<file path="src/rtl/cpu_pkg.sv">
// Shared definitions for the 16-bit multi-cycle processor.
// Opcodes, control FSM states and datapath select encodings.
package cpu_pkg;

  localparam int NUM_OPS = 16;
  localparam int OP_W    = $clog2(NUM_OPS);

  localparam logic [OP_W-1:0] OP_ADD  = 4'h0;
  localparam logic [OP_W-1:0] OP_SUB  = 4'h1;
  localparam logic [OP_W-1:0] OP_AND  = 4'h2;
  localparam logic [OP_W-1:0] OP_OR   = 4'h3;
  localparam logic [OP_W-1:0] OP_ADDI = 4'h4;
  localparam logic [OP_W-1:0] OP_LW   = 4'h5;
  localparam logic [OP_W-1:0] OP_SW   = 4'h6;
  localparam logic [OP_W-1:0] OP_BEQ  = 4'h7;
  localparam logic [OP_W-1:0] OP_BNE  = 4'h8;
  localparam logic [OP_W-1:0] OP_J    = 4'h9;
  localparam logic [OP_W-1:0] OP_CMP  = 4'hA;
  localparam logic [OP_W-1:0] OP_HALT = 4'hF;

  typedef enum logic [3:0] {
    S_FETCH    = 4'd0,
    S_DECODE   = 4'd1,
    S_EXEC_R   = 4'd2,
    S_EXEC_I   = 4'd3,
    S_MEM_ADDR = 4'd4,
    S_MEM_RD   = 4'd5,
    S_MEM_WR   = 4'd6,
    S_MEM_WB   = 4'd7,
    S_REG_WB   = 4'd8,
    S_BRANCH   = 4'd9,
    S_JUMP     = 4'd10,
    S_CMP      = 4'd11,
    S_HALT     = 4'd12
  } state_e;

  localparam logic [2:0] ALU_ADD  = 3'b000;
  localparam logic [2:0] ALU_SUB  = 3'b001;
  localparam logic [2:0] ALU_AND  = 3'b010;
  localparam logic [2:0] ALU_OR   = 3'b011;
  localparam logic [2:0] ALU_PASS = 3'b100;

  localparam logic [1:0] SRCB_REG  = 2'b00;
  localparam logic [1:0] SRCB_ONE  = 2'b01;
  localparam logic [1:0] SRCB_IMM4 = 2'b10;
  localparam logic [1:0] SRCB_IMM8 = 2'b11;

  localparam logic [1:0] PCSRC_ALU = 2'b00;
  localparam logic [1:0] PCSRC_OUT = 2'b01;
  localparam logic [1:0] PCSRC_JMP = 2'b10;

  // R-type opcodes 0..3 line up with ALU ops add/sub/and/or
  function automatic logic [2:0] rtype_alu(
    input logic [OP_W-1:0] op
  );
    return {1'b0, op[1:0]};
  endfunction

endpackage

</file>
<file path="src/rtl/control_unit.sv">
// Multi-cycle control FSM: sequences fetch/decode/execute/memory/write-back
// and drives the datapath enables and selects (Moore outputs).
module control_unit
  import cpu_pkg::*;
(
  input  logic            clk,
  input  logic            reset,
  input  logic [OP_W-1:0] opcode,
  input  logic            zero,
  output logic            writeIR,
  output logic            writeRegFile,
  output logic            CRwrite,
  output logic            memRead,
  output logic            memWrite,
  output logic            IorD,
  output logic            memToReg,
  output logic            ALUSrcA,
  output logic [1:0]      ALUSrcB,
  output logic [2:0]      ALUOp,
  output logic            PCWrite,
  output logic [1:0]      PCSource,
  output logic            halted
);

  state_e          r_state;
  state_e          w_next;
  logic [OP_W-1:0] r_op;

  always_ff @(posedge clk) begin
    if (reset) begin
      r_state <= S_FETCH;
      r_op    <= '0;
    end else begin
      r_state <= w_next;
      if (r_state == S_DECODE) r_op <= opcode;
    end
  end

  // DECODE dispatches on the live opcode; later states use the latched copy
  always_comb begin
    w_next = r_state;
    unique case (r_state)
      S_FETCH:  w_next = S_DECODE;
      S_DECODE: begin
        case (opcode)
          OP_ADD, OP_SUB,
          OP_AND, OP_OR:  w_next = S_EXEC_R;
          OP_ADDI:        w_next = S_EXEC_I;
          OP_LW, OP_SW:   w_next = S_MEM_ADDR;
          OP_BEQ, OP_BNE: w_next = S_BRANCH;
          OP_J:           w_next = S_JUMP;
          OP_CMP:         w_next = S_CMP;
          OP_HALT:        w_next = S_HALT;
          default:        w_next = S_FETCH;
        endcase
      end
      S_EXEC_R, S_EXEC_I: w_next = S_REG_WB;
      S_MEM_ADDR: begin
        w_next = (r_op == OP_LW) ? S_MEM_RD : S_MEM_WR;
      end
      S_MEM_RD: w_next = S_MEM_WB;
      S_MEM_WR, S_MEM_WB, S_REG_WB,
      S_BRANCH, S_JUMP, S_CMP: w_next = S_FETCH;
      S_HALT:   w_next = S_HALT;
      default:  w_next = S_FETCH;
    endcase
  end

  always_comb begin
    writeIR      = 1'b0;
    writeRegFile = 1'b0;
    CRwrite      = 1'b0;
    memRead      = 1'b0;
    memWrite     = 1'b0;
    IorD         = 1'b0;
    memToReg     = 1'b0;
    ALUSrcA      = 1'b0;
    ALUSrcB      = SRCB_REG;
    ALUOp        = ALU_ADD;
    PCWrite      = 1'b0;
    PCSource     = PCSRC_ALU;
    halted       = 1'b0;
    if (!reset) begin
      unique case (r_state)
        S_FETCH: begin
          memRead = 1'b1;
          writeIR = 1'b1;
          ALUSrcB = SRCB_ONE;
          PCWrite = 1'b1;
        end
        S_DECODE: ALUSrcB = SRCB_IMM8;
        S_EXEC_R: begin
          ALUSrcA = 1'b1;
          ALUOp   = rtype_alu(r_op);
        end
        S_EXEC_I, S_MEM_ADDR: begin
          ALUSrcA = 1'b1;
          ALUSrcB = SRCB_IMM4;
        end
        S_MEM_RD: begin
          memRead = 1'b1;
          IorD    = 1'b1;
        end
        S_MEM_WR: begin
          memWrite = 1'b1;
          IorD     = 1'b1;
        end
        S_MEM_WB: begin
          writeRegFile = 1'b1;
          memToReg     = 1'b1;
        end
        S_REG_WB: writeRegFile = 1'b1;
        S_BRANCH: begin
          ALUSrcA  = 1'b1;
          ALUOp    = ALU_SUB;
          PCSource = PCSRC_OUT;
          PCWrite  = (r_op == OP_BEQ) ? zero : ~zero;
        end
        S_JUMP: begin
          PCWrite  = 1'b1;
          PCSource = PCSRC_JMP;
        end
        S_CMP: begin
          ALUSrcA      = 1'b1;
          ALUOp        = ALU_SUB;
          writeRegFile = 1'b1;
          CRwrite      = 1'b1;
        end
        S_HALT:  halted = 1'b1;
        default: ;
      endcase
    end
  end

endmodule

</file>
<file path="config.mk">
export PLATFORM = sky130hd
export DESIGN_NAME = control_unit
export DESIGN_NICKNAME = d
export VERILOG_FILES = /design/src/rtl/cpu_pkg.sv /design/src/rtl/control_unit.sv
export SDC_FILE = /design/constraint.sdc
export NUM_CORES = 1
export LEC_CHECK = 0
export CORE_AREA = 3 3 46 48
export CTS_CLUSTER_SIZE = 14
export DETAILED_ROUTE_END_ITERATION = 7
export DIE_AREA = 0 0 49 51
export PLACE_DENSITY = 0.73
export SETUP_SLACK_MARGIN = 0.4
export SYNTH_ARGS = -nofsm -noshare
export SYNTH_HDL_FRONTEND = slang
export SYNTH_SLANG_ARGS = --single-unit
</file>
<file path="constraint.sdc">
create_clock -name clk -period 1.4 [get_ports clk]
set_input_delay 0.28 -clock clk [delete_from_list [all_inputs] [get_ports clk]]
set_output_delay 0.28 -clock clk [all_outputs]
set_load 0.005 [all_outputs]
</file>
==> impl_metrics.tcl, run 1 <==
set metrics [dict create \
    synth-async-reset-ratio_pct 0 \
    die_y_um 51 \
    synth_xor_area_share_pct 1.16 \
    numCtsBuffers 3 \
    run_status "aborted with a tool error" \
    first-error "[ERROR DPL-0033] detailed placement checks failed during check placement." \
    synth_top_family_by_area "simple AND/OR/NAND/NOR gates" \
    synth_adder_area_share_pct 4.95 \
    syn_area_um2 758 \
    ctsLongestPathBuffers 2 \
    gp_congestion 0.839 \
    synthMuxAreaShare_pct 9.41 \
    synth_edf_count 0 \
    postSynthAreaPerCell_um2 7.51 \
    grt_antenna_before_repair 0 \
    io_pins 24 \
    die_x_um 49 \
    ys_ff_latch 8 \
    synth_flop_cell "dfxtp_1" \
    syn-num-nets 111 \
    yosysSeqAreaShare_pct 21.1 \
    yosys.cell_types.count 36 \
    clkSinkCount 8 \
    dp_hpwl_um 1890 \
    worst-ep-kind "output port" \
    syn_inst 101 \
    cts.htree.levels 1 \
    synth_compound_area_share_pct 14.9 \
    crit_endpoint "ALUSrcA" \
    cts-root-buf "clkbuf_4" \
    yosysWarnings 0 \
    postCtsHoldBufs 0 \
    rows 15 \
    haltStage "global routing (5_1_grt)" \
    synth_simple_gate_area_share_pct 39.1 \
    start_util_pct 43.4 \
    io_buffer_count 22 \
    grt_max_degree 11 \
]
==> per-stage QoR <==
step                      instance area (um2)  setup TNS, ns  hold slack [ns]  setup slack (ns)  std cells
after detailed placement                 1310          -9.40            0.563            -0.673        176
after global placement                   1310          -8.76            0.542            -0.626        176
after CTS                                1550          -1.77            0.574            -0.142        197
after floorplan                           862              0            0.427             0.179        101
==> synth_stat cells (2+ instances only) <==
| cell | n | share of area [%] |
|---|---|---|
| ha_1 | 3 | 5.0 |
| nand3_1 | 6 | 4.0 |
| nand2b_1 | 5 | 4.1 |
| nor2b_1 | 3 | 2.5 |
| nor2_1 | 13 | 6.4 |
| clkbuf_1 | 3 | 1.5 |
| dfxtp_1 | 8 | 21 |
| nor3b_1 | 5 | 5.0 |
| buf_2 | 3 | 2.0 |
| nand4b_1 | 2 | 2.3 |
| a21oi_1 | 4 | 2.6 |
| o21ai_0 | 2 | 1.3 |
| or2_2 | 2 | 1.6 |
| inv_1 | 6 | 3.0 |
| nand2_1 | 5 | 2.5 |
| nor3_1 | 4 | 2.6 |
| mux2i_1 | 6 | 7.9 |
| a31oi_1 | 3 | 2.5 |
==> logic make-up after synthesis <==
kind of cell | after synthesis
simple gates | 51
compound gates | 16
buf+inv | 14
flops | 8
mux | 7
fa+ha+maj | 3
other cells | 1
xor+xnor | 1
==> what timing repair did <==
action,in CTS
endpoints found under the hold margin,0
setup buffers,17
pin swaps,15
setup endpoints to repair,24
gates cloned,0
gates resized for setup,108
==> inputs of run 2 (changes only) <==
==> config.mk (replaced) <==
export PLATFORM = sky130hd
export DESIGN_NAME = control_unit
export DESIGN_NICKNAME = d
export VERILOG_FILES = /design/src/rtl/cpu_pkg.sv /design/src/rtl/control_unit.sv
export SDC_FILE = /design/constraint.sdc
export NUM_CORES = 1
export LEC_CHECK = 0
export CORE_AREA = 3 3 64 66
export DETAILED_ROUTE_END_ITERATION = 7
export DIE_AREA = 0 0 67 69
export PLACE_DENSITY_LB_ADDON = 0.15
export SYNTH_ARGS = -nofsm -noshare
export SYNTH_HDL_FRONTEND = slang
export SYNTH_SLANG_ARGS = --single-unit
==> impl_metrics.tcl, run 2 <==
set metrics [dict create \
    run_status "finished with violations" \
    violations "setup timing" \
    syn-num-nets 111 \
    ctsLongestPathBuffers 2 \
    setup_viol 15 \
    io_buffer_count 22 \
    path_class "reg -> out" \
    synth_xor_area_share_pct 1.16 \
    r2r-start "r_state[0]" \
    synth-async-reset-ratio_pct 0 \
    synth.area.top_cells "dfxtp_1 21%, mux2i_1 7.9%, nor2_1 6.4%" \
    start_kind "flop" \
    yosysWarnings 0 \
    post-synth-top-count-cell "nor2_1" \
    ys_ff_latch 8 \
    postLayoutCoreUtil_pct 44.0 \
    fin_crit_sh_pct 114 \
    sequentialPowerShare_pct 20.6 \
    synthToLayoutAreaGrowth_pct 111 \
    rows 22 \
    yosysSeqAreaShare_pct 21.1 \
    synth_simple_gate_area_share_pct 39.1 \
    core_area_mm2 0.00363 \
    whs_path_depth 2 \
    syn_inst 101 \
    yosysTopAreaCell "dfxtp_1" \
    fin_cells 211 \
    clk_latency_ns 0.23 \
    nNetsFinal 175 \
    cp_cell_sequence "buf_6, and3b_1, mux2i_1, a31oi_1, buf_2" \
    crit_buf_inv 2 \
    drt_iter0_drc 28 \
    power_density_mw_per_mm2 987 \
    r2r_cells 5 \
    p_int_w 0.00104 \
    critPathTopFamily "flip-flops" \
    synth_edf_count 0 \
    cts_tree "done" \
    grt_max_degree 10 \
    crit_fanout 5 \
    min-delay-path-class "reg -> reg" \
    drc 0 \
    crit_slowest_cell "dfxtp_4" \
    postSynthAreaPerCell_um2 7.51 \
    worstHoldStart "r_op[1]" \
    combPwrFrac_pct 61.9 \
    postCtsHoldBufs 0 \
    start_util_pct 20.9 \
    synth_flop_cell "dfxtp_1" \
    swShare_pct 34.1 \
    antenna_cells 0 \
    die_y_um 69 \
    routed_wl_um 2730 \
    crit_start "r_state[1]" \
    r2r_end "r_state[3]" \
    cts-root-buf "clkbuf_8" \
    yosys-top-cells-count "13 x nor2_1, 8 x dfxtp_1, 6 x inv_1, 6 x mux2i_1, 6 x nand3_1" \
    grt_antenna_before_repair 0 \
    dp_cells 197 \
    final_common_cell "buf_4" \
    clkTransAtPathRegs_ns 0.04 \
    p_switching_w 0.000538 \
    synth_compound_area_share_pct 14.9 \
    grt_pass1_wl_um 4290 \
    grt_overflow 0 \
    ir_drop_mv 0.493 \
    die-area_mm2 0.00462 \
    worstPathRequired_ns 1.12 \
    fmax_mhz 627 \
    io_pins 24 \
    drtAntennaViolNets 0 \
    drv.max_cap_violation_count 0 \
    drt-pass1-iter-count 5 \
    die_x_um 67 \
    vias 948 \
    fillers 367 \
    largestRegisters "r_op (4), r_state (4)" \
    final_cell_mix "24 x buf_4, 21 x buf_6, 14 x buf_2, 7 x nor2_1, 6 x mux2i_1" \
    p_leak_nw 0.686 \
    cts.htree.levels 1 \
    r2r_setup_slack_ns 0.01 \
    slew_violations 0 \
    end_kind "output port" \
    grt_pass1_vias 922 \
    finalClockSkew_ns 0.00423 \
    yosys.cell_types.count 36 \
    critPathMaxStageDelay_ns 0.40 \
    clkSinkCount 8 \
    p_clk_share_pct 17.4 \
    routed_via_density 4.49 \
    gp_congestion 0.752 \
    finalHoldViolations 0 \
    numCtsBuffers 3 \
    wire_per_inst_um 12.9 \
    layout-drive-gt1-share_pct 65.0 \
    grt_usage_pct 11.7 \
    rsz0062_at_grt "true" \
    syn_area_um2 758 \
    fin_ws_ns -0.196 \
    synth_top_cell_area_share_pct 21.1 \
    fin_crit_ns 1.60 \
    min_to "r_op[1]" \
    synthMuxAreaShare_pct 9.41 \
    synth_top_family_by_area "simple AND/OR/NAND/NOR gates" \
    synth_adder_area_share_pct 4.95 \
    dp_hpwl_um 1900 \
    cp.arrival_ns 1.32 \
]
[run 2: cell counts after synthesis]
No cell type changed its count.
[run 2: logic make-up after synthesis]
kind of cell	count (synthesis)
buffers and inverters	14
XOR/XNOR	1
AO/OA/AOI/OAI	16
other	1
multiplexers	7
adder cells (fa/ha/maj)	3
AND/OR/NAND/NOR	51
flip-flops	8
[run 2: power groups by stage]
| stage | sequential, W | combinational, W | clock (W) |
|---|---|---|---|
| floorplan | 0.000291 | 0.000331 | 0 |
| global placement | 0.000309 | 0.000676 | 0 |
| detailed placement | 0.000309 | 0.000675 | 0 |
| CTS | 0.000323 | 0.000794 | 0.000280 |
| global route | 0.000333 | 0.00105 | 0.000302 |
| finish | 0.000325 | 0.000977 | 0.000275 |
[run 2: worst max path at each step]
stage / end / slack (ns) / cells after the start
final: PCWrite / -0.20 / 5
after global routing: ALUSrcA / -0.27 / 6
after global placement: ALUOp[1] / -0.67 / 4
after CTS: PCWrite / -0.20 / 5
after floorplan: ALUSrcA / 0.07 / 5
after detailed placement: ALUOp[1] / -0.69 / 4
[run 2: cell type report]
type / count / area [um2] / share of cell area (%)
inverter: 6 / 22.5 / 1.41
clock buffer: 3 / 41.3 / 2.58
sequential: 8 / 175 / 11.0
timing repair buffer: 67 / 573 / 35.9
tap: 48 / 60.1 / 3.76
multi-input combinational: 79 / 726 / 45.4
[run 2: worst reg2reg max path: stages, from the launching register on]
cell	delay [ns]
dfxtp_4	0.36
buf_6	0.13
nand2b_4	0.14
buf_6	0.11
a221o_1	0.36
a221oi_2	0.19
[run 2: timing repair]
action / in CTS / in global routing
pin swaps: 6 / 16
buffers inserted: 5 / 7
resized for setup: 105 / 32
endpoints found under the setup margin: 20 / 22
[run 2: stage by stage]
step | area [um2] | hold WS [ns] | total power (W) | TNS (ns) | worst slack, ns
2_1_floorplan | 758 | 0.427 | 0.000623 | 0 | 0.0673
3_3_place_gp | 1250 | 0.562 | 0.000985 | -9.80 | -0.670
3_5_place_dp | 1250 | 0.556 | 0.000984 | -9.95 | -0.686
4_1_cts | 1440 | 0.561 | 0.00140 | -1.74 | -0.201
5_1_grt | 1600 | 0.605 | 0.00169 | -2.76 | -0.271
6_report | 1600 | 0.555 | 0.00158 | -1.38 | -0.196
[run 2: per-layer routing]
| metal | track usage, % | vias to the layer above | part of all wire [%] |
|---|---|---|---|
| met5 | 0 | - | 0 |
| met4 | 2.03 | 0 | 0.40 |
| met3 | 2.77 | 2 | 4.8 |
| met2 | 21.1 | 23 | 53 |
| met1 | 13.7 | 443 | 42 |
| li1 | - | 480 | - |
Note: power is estimated with default switching activity, not from simulation.
